### src/rtl/palette_fade_ctrl_if.sv
// Command, ROM-read and palette-write bundle for palette_fade_ctrl.
// master = the fade controller, slave = game FSM / ROM / palette RAM side.
interface palette_fade_ctrl_if #(
  parameter int IDX_W = 4,
  parameter int CH_W  = 4
);
  logic              cmd_valid;
  logic              cmd_ready;
  logic [1:0]        cmd_op;
  logic [4:0]        cmd_level;
  logic [IDX_W-1:0]  base_index;
  logic [3*CH_W-1:0] base_rgb;
  logic              pal_we;
  logic [IDX_W-1:0]  pal_waddr;
  logic [3*CH_W-1:0] pal_wdata;
  logic [4:0]        level;
  logic              busy;
  logic              done;

  modport master (
    input  cmd_valid, cmd_op, cmd_level, base_rgb,
    output cmd_ready, base_index, pal_we, pal_waddr, pal_wdata, level, busy, done
  );

  modport slave (
    output cmd_valid, cmd_op, cmd_level, base_rgb,
    input  cmd_ready, base_index, pal_we, pal_waddr, pal_wdata, level, busy, done
  );
endinterface

### src/rtl/palette_fade_ctrl.sv
// Frame-synced palette fader: on vblank, sweeps all entries ROM -> scale -> palette RAM.
// One-stage pipeline from base_index to the write port; commands accepted only while idle.
module palette_fade_ctrl #(
  parameter int NUM_ENTRIES     = 16,
  parameter int IDX_W           = 4,
  parameter int CH_W            = 4,
  parameter int KEY_INDEX       = 0,
  parameter int FRAMES_PER_STEP = 2
) (
  input  logic Clk,
  input  logic Reset,
  input  logic vblank,
  palette_fade_ctrl_if.master bus
);
  localparam int FC_W = (FRAMES_PER_STEP < 2) ? 1 : $clog2(FRAMES_PER_STEP + 1);

  localparam logic [1:0] OP_SET      = 2'b00;
  localparam logic [1:0] OP_FADE_OUT = 2'b01;
  localparam logic [1:0] OP_FADE_IN  = 2'b10;

  typedef enum logic [1:0] {S_IDLE, S_SWEEP, S_DRAIN} state_e;
  typedef enum logic [1:0] {M_HOLD, M_DOWN, M_UP} mode_e;

  state_e            state_q, state_d;
  mode_e             mode_q, mode_d;
  logic [4:0]        level_q, level_d;
  logic              pending_q, pending_d;
  logic [FC_W-1:0]   fcnt_q, fcnt_d;
  logic [IDX_W-1:0]  addr_q, addr_d;
  logic              we_q, we_d;
  logic [IDX_W-1:0]  waddr_q, waddr_d;
  logic [3*CH_W-1:0] wdata_q, wdata_d;
  logic              done_q, done_d;
  logic [3*CH_W-1:0] scaled;

  always_comb begin
    scaled = '0;
    for (int ch = 0; ch < 3; ch++) begin
      logic [CH_W+4:0] prod;
      prod = (CH_W+5)'(bus.base_rgb[ch*CH_W +: CH_W]) * (CH_W+5)'(level_q);
      scaled[ch*CH_W +: CH_W] = CH_W'(prod >> 4);
    end
  end

  always_comb begin
    state_d   = state_q;
    mode_d    = mode_q;
    level_d   = level_q;
    pending_d = pending_q;
    fcnt_d    = fcnt_q;
    addr_d    = addr_q;
    waddr_d   = waddr_q;
    wdata_d   = wdata_q;
    we_d      = (state_q == S_SWEEP);
    done_d    = 1'b0;

    if (state_q == S_SWEEP) begin
      waddr_d = addr_q;
      wdata_d = (addr_q == IDX_W'(KEY_INDEX)) ? bus.base_rgb : scaled;
    end

    unique case (state_q)
      S_IDLE: begin
        if (bus.cmd_valid) begin
          unique case (bus.cmd_op)
            OP_SET: begin
              level_d   = (bus.cmd_level > 5'd16) ? 5'd16 : bus.cmd_level;
              mode_d    = M_HOLD;
              pending_d = 1'b1;
            end
            OP_FADE_OUT: begin
              mode_d = M_DOWN;
              fcnt_d = '0;
            end
            OP_FADE_IN: begin
              mode_d = M_UP;
              fcnt_d = '0;
            end
            default: mode_d = M_HOLD;
          endcase
        end
        // vblank sees the mode/level the command just produced
        if (vblank) begin
          if (mode_d != M_HOLD) begin
            if (fcnt_d == FC_W'(FRAMES_PER_STEP - 1)) begin
              fcnt_d    = '0;
              pending_d = 1'b1;
              if (mode_d == M_DOWN) begin
                if (level_d != 5'd0) level_d = level_d - 5'd1;
              end else begin
                if (level_d != 5'd16) level_d = level_d + 5'd1;
              end
            end else begin
              fcnt_d = fcnt_d + 1'b1;
            end
          end
          if (pending_d) begin
            pending_d = 1'b0;
            addr_d    = '0;
            state_d   = S_SWEEP;
          end
        end
      end
      S_SWEEP: begin
        if (addr_q == IDX_W'(NUM_ENTRIES - 1)) begin
          addr_d  = '0;
          state_d = S_DRAIN;
        end else begin
          addr_d = addr_q + 1'b1;
        end
      end
      S_DRAIN: begin
        state_d = S_IDLE;
        if ((mode_q == M_DOWN && level_q == 5'd0) || (mode_q == M_UP && level_q == 5'd16)) begin
          done_d = 1'b1;
          mode_d = M_HOLD;
        end
      end
      default: state_d = S_IDLE;
    endcase
  end

  always_ff @(posedge Clk) begin
    if (Reset) begin
      state_q   <= S_IDLE;
      mode_q    <= M_HOLD;
      level_q   <= 5'd16;
      pending_q <= 1'b1;
      fcnt_q    <= '0;
      addr_q    <= '0;
      we_q      <= 1'b0;
      waddr_q   <= '0;
      wdata_q   <= '0;
      done_q    <= 1'b0;
    end else begin
      state_q   <= state_d;
      mode_q    <= mode_d;
      level_q   <= level_d;
      pending_q <= pending_d;
      fcnt_q    <= fcnt_d;
      addr_q    <= addr_d;
      we_q      <= we_d;
      waddr_q   <= waddr_d;
      wdata_q   <= wdata_d;
      done_q    <= done_d;
    end
  end

  assign bus.cmd_ready  = (state_q == S_IDLE);
  assign bus.busy       = (state_q == S_SWEEP);
  assign bus.base_index = addr_q;
  assign bus.pal_we     = we_q;
  assign bus.pal_waddr  = waddr_q;
  assign bus.pal_wdata  = wdata_q;
  assign bus.level      = level_q;
  assign bus.done       = done_q;
endmodule
### src/flat_wrapper.sv
// flat-port wrapper written by rule: the top's interface ports become plain ports
module palette_fade_ctrl_flat 
#(
  parameter int NUM_ENTRIES     = 16,
  parameter int IDX_W           = 4,
  parameter int CH_W            = 4,
  parameter int KEY_INDEX       = 0,
  parameter int FRAMES_PER_STEP = 2
)
  (Clk, Reset, vblank, bus_cmd_valid, bus_cmd_op, bus_cmd_level, bus_base_rgb, bus_cmd_ready, bus_base_index, bus_pal_we, bus_pal_waddr, bus_pal_wdata, bus_level, bus_busy, bus_done);
  palette_fade_ctrl_if #(.IDX_W(IDX_W), .CH_W(CH_W)) bus_i ();
  input  logic Clk;
  input  logic Reset;
  input  logic vblank;
  input wire logic [$bits(bus_i.cmd_valid)-1:0] bus_cmd_valid;
  input wire logic [$bits(bus_i.cmd_op)-1:0] bus_cmd_op;
  input wire logic [$bits(bus_i.cmd_level)-1:0] bus_cmd_level;
  input wire logic [$bits(bus_i.base_rgb)-1:0] bus_base_rgb;
  output wire logic [$bits(bus_i.cmd_ready)-1:0] bus_cmd_ready;
  output wire logic [$bits(bus_i.base_index)-1:0] bus_base_index;
  output wire logic [$bits(bus_i.pal_we)-1:0] bus_pal_we;
  output wire logic [$bits(bus_i.pal_waddr)-1:0] bus_pal_waddr;
  output wire logic [$bits(bus_i.pal_wdata)-1:0] bus_pal_wdata;
  output wire logic [$bits(bus_i.level)-1:0] bus_level;
  output wire logic [$bits(bus_i.busy)-1:0] bus_busy;
  output wire logic [$bits(bus_i.done)-1:0] bus_done;
  assign bus_i.cmd_valid = bus_cmd_valid;
  assign bus_i.cmd_op = bus_cmd_op;
  assign bus_i.cmd_level = bus_cmd_level;
  assign bus_i.base_rgb = bus_base_rgb;
  assign bus_cmd_ready = bus_i.cmd_ready;
  assign bus_base_index = bus_i.base_index;
  assign bus_pal_we = bus_i.pal_we;
  assign bus_pal_waddr = bus_i.pal_waddr;
  assign bus_pal_wdata = bus_i.pal_wdata;
  assign bus_level = bus_i.level;
  assign bus_busy = bus_i.busy;
  assign bus_done = bus_i.done;
  palette_fade_ctrl #(.NUM_ENTRIES(NUM_ENTRIES), .IDX_W(IDX_W), .CH_W(CH_W), .KEY_INDEX(KEY_INDEX), .FRAMES_PER_STEP(FRAMES_PER_STEP)) u_core (.Clk(Clk), .Reset(Reset), .vblank(vblank), .bus(bus_i));
endmodule
### config.mk
export PLATFORM = sky130hd
export DESIGN_NAME = palette_fade_ctrl_flat
export DESIGN_NICKNAME = d
export VERILOG_FILES = /design/src/rtl/palette_fade_ctrl_if.sv /design/src/rtl/palette_fade_ctrl.sv /design/src/flat_wrapper.sv
export SDC_FILE = /design/constraint.sdc
export NUM_CORES = 1
export LEC_CHECK = 0
export CAP_MARGIN = 10
export CORE_MARGIN = 3
export CORE_UTILIZATION = 51
export CTS_BUF_LIST = sky130_fd_sc_hd__clkbuf_8
export DETAILED_ROUTE_END_ITERATION = 6
export PLACE_DENSITY = 0.83
export SYNTH_ARGS = -nofsm -noshare
export SYNTH_HDL_FRONTEND = slang
export SYNTH_SLANG_ARGS = --single-unit
### constraint.sdc
create_clock -name Clk -period 3.35 [get_ports Clk]
set_clock_uncertainty 0.2 [all_clocks]
set_input_delay 0.335 -clock Clk [delete_from_list [all_inputs] [get_ports Clk]]
set_output_delay 0.335 -clock Clk [all_outputs]
set_load 0.01 [all_outputs]
==> summary.md <==
| Metric | Value |
|---|---|
| Port bufs | 51 |
| Antenna violations before repair | 0 |
| P&R area growth vs syn | 29.4% |
| H-tree depth | 2 |
| Setup Crit Path Kind | flop to flop |
| Final Hold Viols | 0 |
| Worst Tran Pin Value | ~0.54 ns |
| Worst rel slew slack | 63.8% |
| Worst Setup Slack, final | roughly 0.069 ns |
| Diodes inserted | 0 |
| Nets in the synthesized netlist | between 400 and 500 |
| Number of synthesized flops with an enable pin | 0 |
| IO Pins | 52 |
| Via/cell ratio | a little under 6 |
| First-pass GRT wire length | around 14000 um |
| Final WL | a little under 9000 um |
| Fmax achieved | ~0.30 GHz |
| Post-route ant nets | 0 |
| Yosys top cell area share | between 20% and 30% |
| RSZ-0062 raised after global routing | yes |
| Non-filler cells, final | 550 |
| CTS tree | built |
| Max-cap violations | 0 |
| Pre-antenna DRT Iters | 4 |
| Largest net degree at the start of global routing | 34 |
| CTS root buf | clkbuf_8 |
| Critical path endpoint category | flop |
| Tot Pwr | 1.76 mW |
| LEAKAGE | ~1.9 nW |
| Top-count cell post-synth | nand2_1 |
| #FFs+latches synth | 34 |
| Die X | between 80 and 90 um |
| Slew Limit Fails | 0 |
| Post-DR wirelength/cell | ~16 um |
| Synth top area cells | dfxtp_1 (21%), ha_1 (13%), fa_1 (9.1%), nand2_1 (6.2%), and2_1 (5.7%) |
| Post-synth top flop | dfxtp_1 |
| Power per cell area | around 410 nW/um2 |
| Dominant cell type by area after synthesis | dfxtp_1 |
| Number of fill cells | ~470 |
| Post-Synthesis Cells | 409 |
| Layout cell share with drive strength beyond 1 | between 10% and 20% |
| GRT overflow | 0 |
| Status | finished clean |
| Crit share post-route | 97.9% |
| Vias in the first global route | about 3100 |
| Seq/Total Area, Yosys | between 20 and 25% |
| Placed cell count | between 500 and 600 |
| Core Area | about 6100 um2 |
| Global placer's final weighted congestion | 0.882 |
| Critical Path AT | 3.30 ns |
| CTS clock-pin slew for the worst setup and hold paths | roughly 0.070 ns |
| # rows | 28 |
| CP Launch Type | flop |
| Clk sinks | 34 |
| Yosys cell types | between 50 and 60 |
| CTS buffer count | 5 |
| Clk_lat worst skew | 0.29 ns |
| Dpl ws | -0.486 ns |
| Post-synth top cells | nand2_1 (54), dfxtp_1 (34), ha_1 (33), nor2_1 (33), and2_1 (30) |
| Cell Area, Synth | between 3000 and 4000 um2 |
| Starting Density | a little over half |
| Final setup fails | 0 |
| Critical Path Fanout Max | 8 |
| Via count | roughly 3200 |
| Syn Area/Cell | roughly 8.0 um2 |
| Fin nets | 545 |
| Worst-case clock buffer depth | 2 |
| Residual DRC | 0 |
| Yosys warning total | 0 |
| Post-route minimum period | approximately 3.3 ns |
| Die Footprint | approximately 7400 um2 |
| FFs w/ async S/R, synth | 0% |
| 1st-iter DRT viols | 249 |
| CP required | 3.37 ns |
| GRT Util Overall | between 20 and 25% |
| Worst hold path type | flop to flop |
| Maximum vdd drop | 0.000209 V |
| Die Height | between 80 and 90 um |
| Detailed Place HPWL | between 6000 and 7000 um |
==> metal layers <==
metal / part of all wire [%] / vias to the layer above / track usage [%] / routed length [um]
met5: 0 / - / 0 / 0
met4: 1.6 / 0 / 7.22 / 144
met3: 6.9 / 15 / 3.42 / 601
met2: 50 / 101 / 39.7 / 4390
met1: 41 / 1537 / 29.5 / 3630
li1: - / 1553 / - / -
==> layout by cell type, fill, tap and decap left out, types with 10 or more instances in the layout <==
cell | netlist | routed
a21oi_1 | 21 | 19
and2_1 | 30 | 26
buf_4 | 0 | 24
clkdlybuf4s50_1 | 0 | 42
dfxtp_1 | 34 | 30
fa_1 | 15 | 15
ha_1 | 33 | 30
inv_1 | 29 | 26
nand2_1 | 54 | 48
nor2_1 | 33 | 33
o21ai_0 | 18 | 16
xnor2_1 | 10 | 10
==> worst max-delay path, stage by stage, from the launching register on <==
cell	delay, ns
dfxtp_4	0.39
and2_4	0.15
fa_1	0.53
inv_1	0.06
fa_1	0.51
inv_2	0.06
ha_4	0.24
and3_4	0.17
a221o_1	0.34
a31oi_1	0.18
xnor2_1	0.14
nand2_1	0.07
a31oi_1	0.16
==> worst paths after layout <==
path              depth (start not counted)  slack (ns)                                  from                              endpoint
setup / recovery                         12        0.07      u_core.bus.level[1]$_SDFFE_PP0P_  u_core.bus.pal_wdata[7]$_SDFFE_PP0P_
hold / removal                            2        0.26  u_core.bus.pal_waddr[2]$_SDFFE_PP0P_  u_core.bus.pal_waddr[2]$_SDFFE_PP0P_
setup reg to reg                         12        0.07      u_core.bus.level[1]$_SDFFE_PP0P_  u_core.bus.pal_wdata[7]$_SDFFE_PP0P_
hold reg to reg                           2        0.26  u_core.bus.pal_waddr[2]$_SDFFE_PP0P_  u_core.bus.pal_waddr[2]$_SDFFE_PP0P_
==> cell type report <==
cell class,count,area (um2),area share [%]
clock buffer,5,68.8,1.62
clock inverter,3,68.8,1.62
inverter,29,109,2.56
multi-input combinational,325,2510,59.0
sequential,34,693,16.3
tap,75,93.8,2.21
timing repair buffer,79,711,16.7
==> logic make-up (layout without fill, tap and decap cells) <==
family	after synthesis	in the layout	synth area share [%]
compound gates	94	94	20.1
xor+xnor	19	19	5.06
fa+ha+maj	48	48	21.7
buf+inv	50	116	6.20
flops	34	34	20.7
mux	2	2	0.609
simple gates	162	162	25.7
==> what timing repair did <==
item | 4_1_cts | 5_1_grt
hold endpoints to repair | 0 | 0
resized for setup | 14 | 19
setup buffers | 0 | 5
setup endpoints to repair | 9 | 8
hold buffers | 0 | 0
gates cloned | 0 | 0
pin swaps | 9 | 19
==> through the flow <==
| step | area [um2] | TNS (ns) | util, % | hold WS [ns] |
|---|---|---|---|---|
| finish | 4250 | 0 | 69.8 | 0.258 |
| detailed placement | 4020 | -3.83 | 65.9 | 0.253 |
| global placement | 4020 | -3.07 | 65.9 | 0.246 |
| CTS | 4160 | -0.00696 | 68.3 | 0.263 |
| floorplan | 3360 | 0 | - | 0.252 |
| global route | 4250 | -0.223 | 69.8 | 0.292 |
==> flip-flops by register name, summed over array words and instances (netlist names), 2 cells and up <==
name,count
u_core.fcnt_q,2
u_core.mode_q,2
u_core.bus.level,5
u_core.bus.pal_wdata,12
u_core.bus.base_index,4
u_core.state_q,2
u_core.bus.pal_waddr,4
==> where the power goes <==
part / total, mW / internal [mW] / switching [mW]
Combinational: 0.814 / 0.379 / 0.434
Clock: 0.458 / 0.298 / 0.160
Sequential: 0.493 / 0.444 / 0.0488
Total: 1.76 / 1.12 / 0.643
Note: power is estimated with default switching activity, not from simulation.
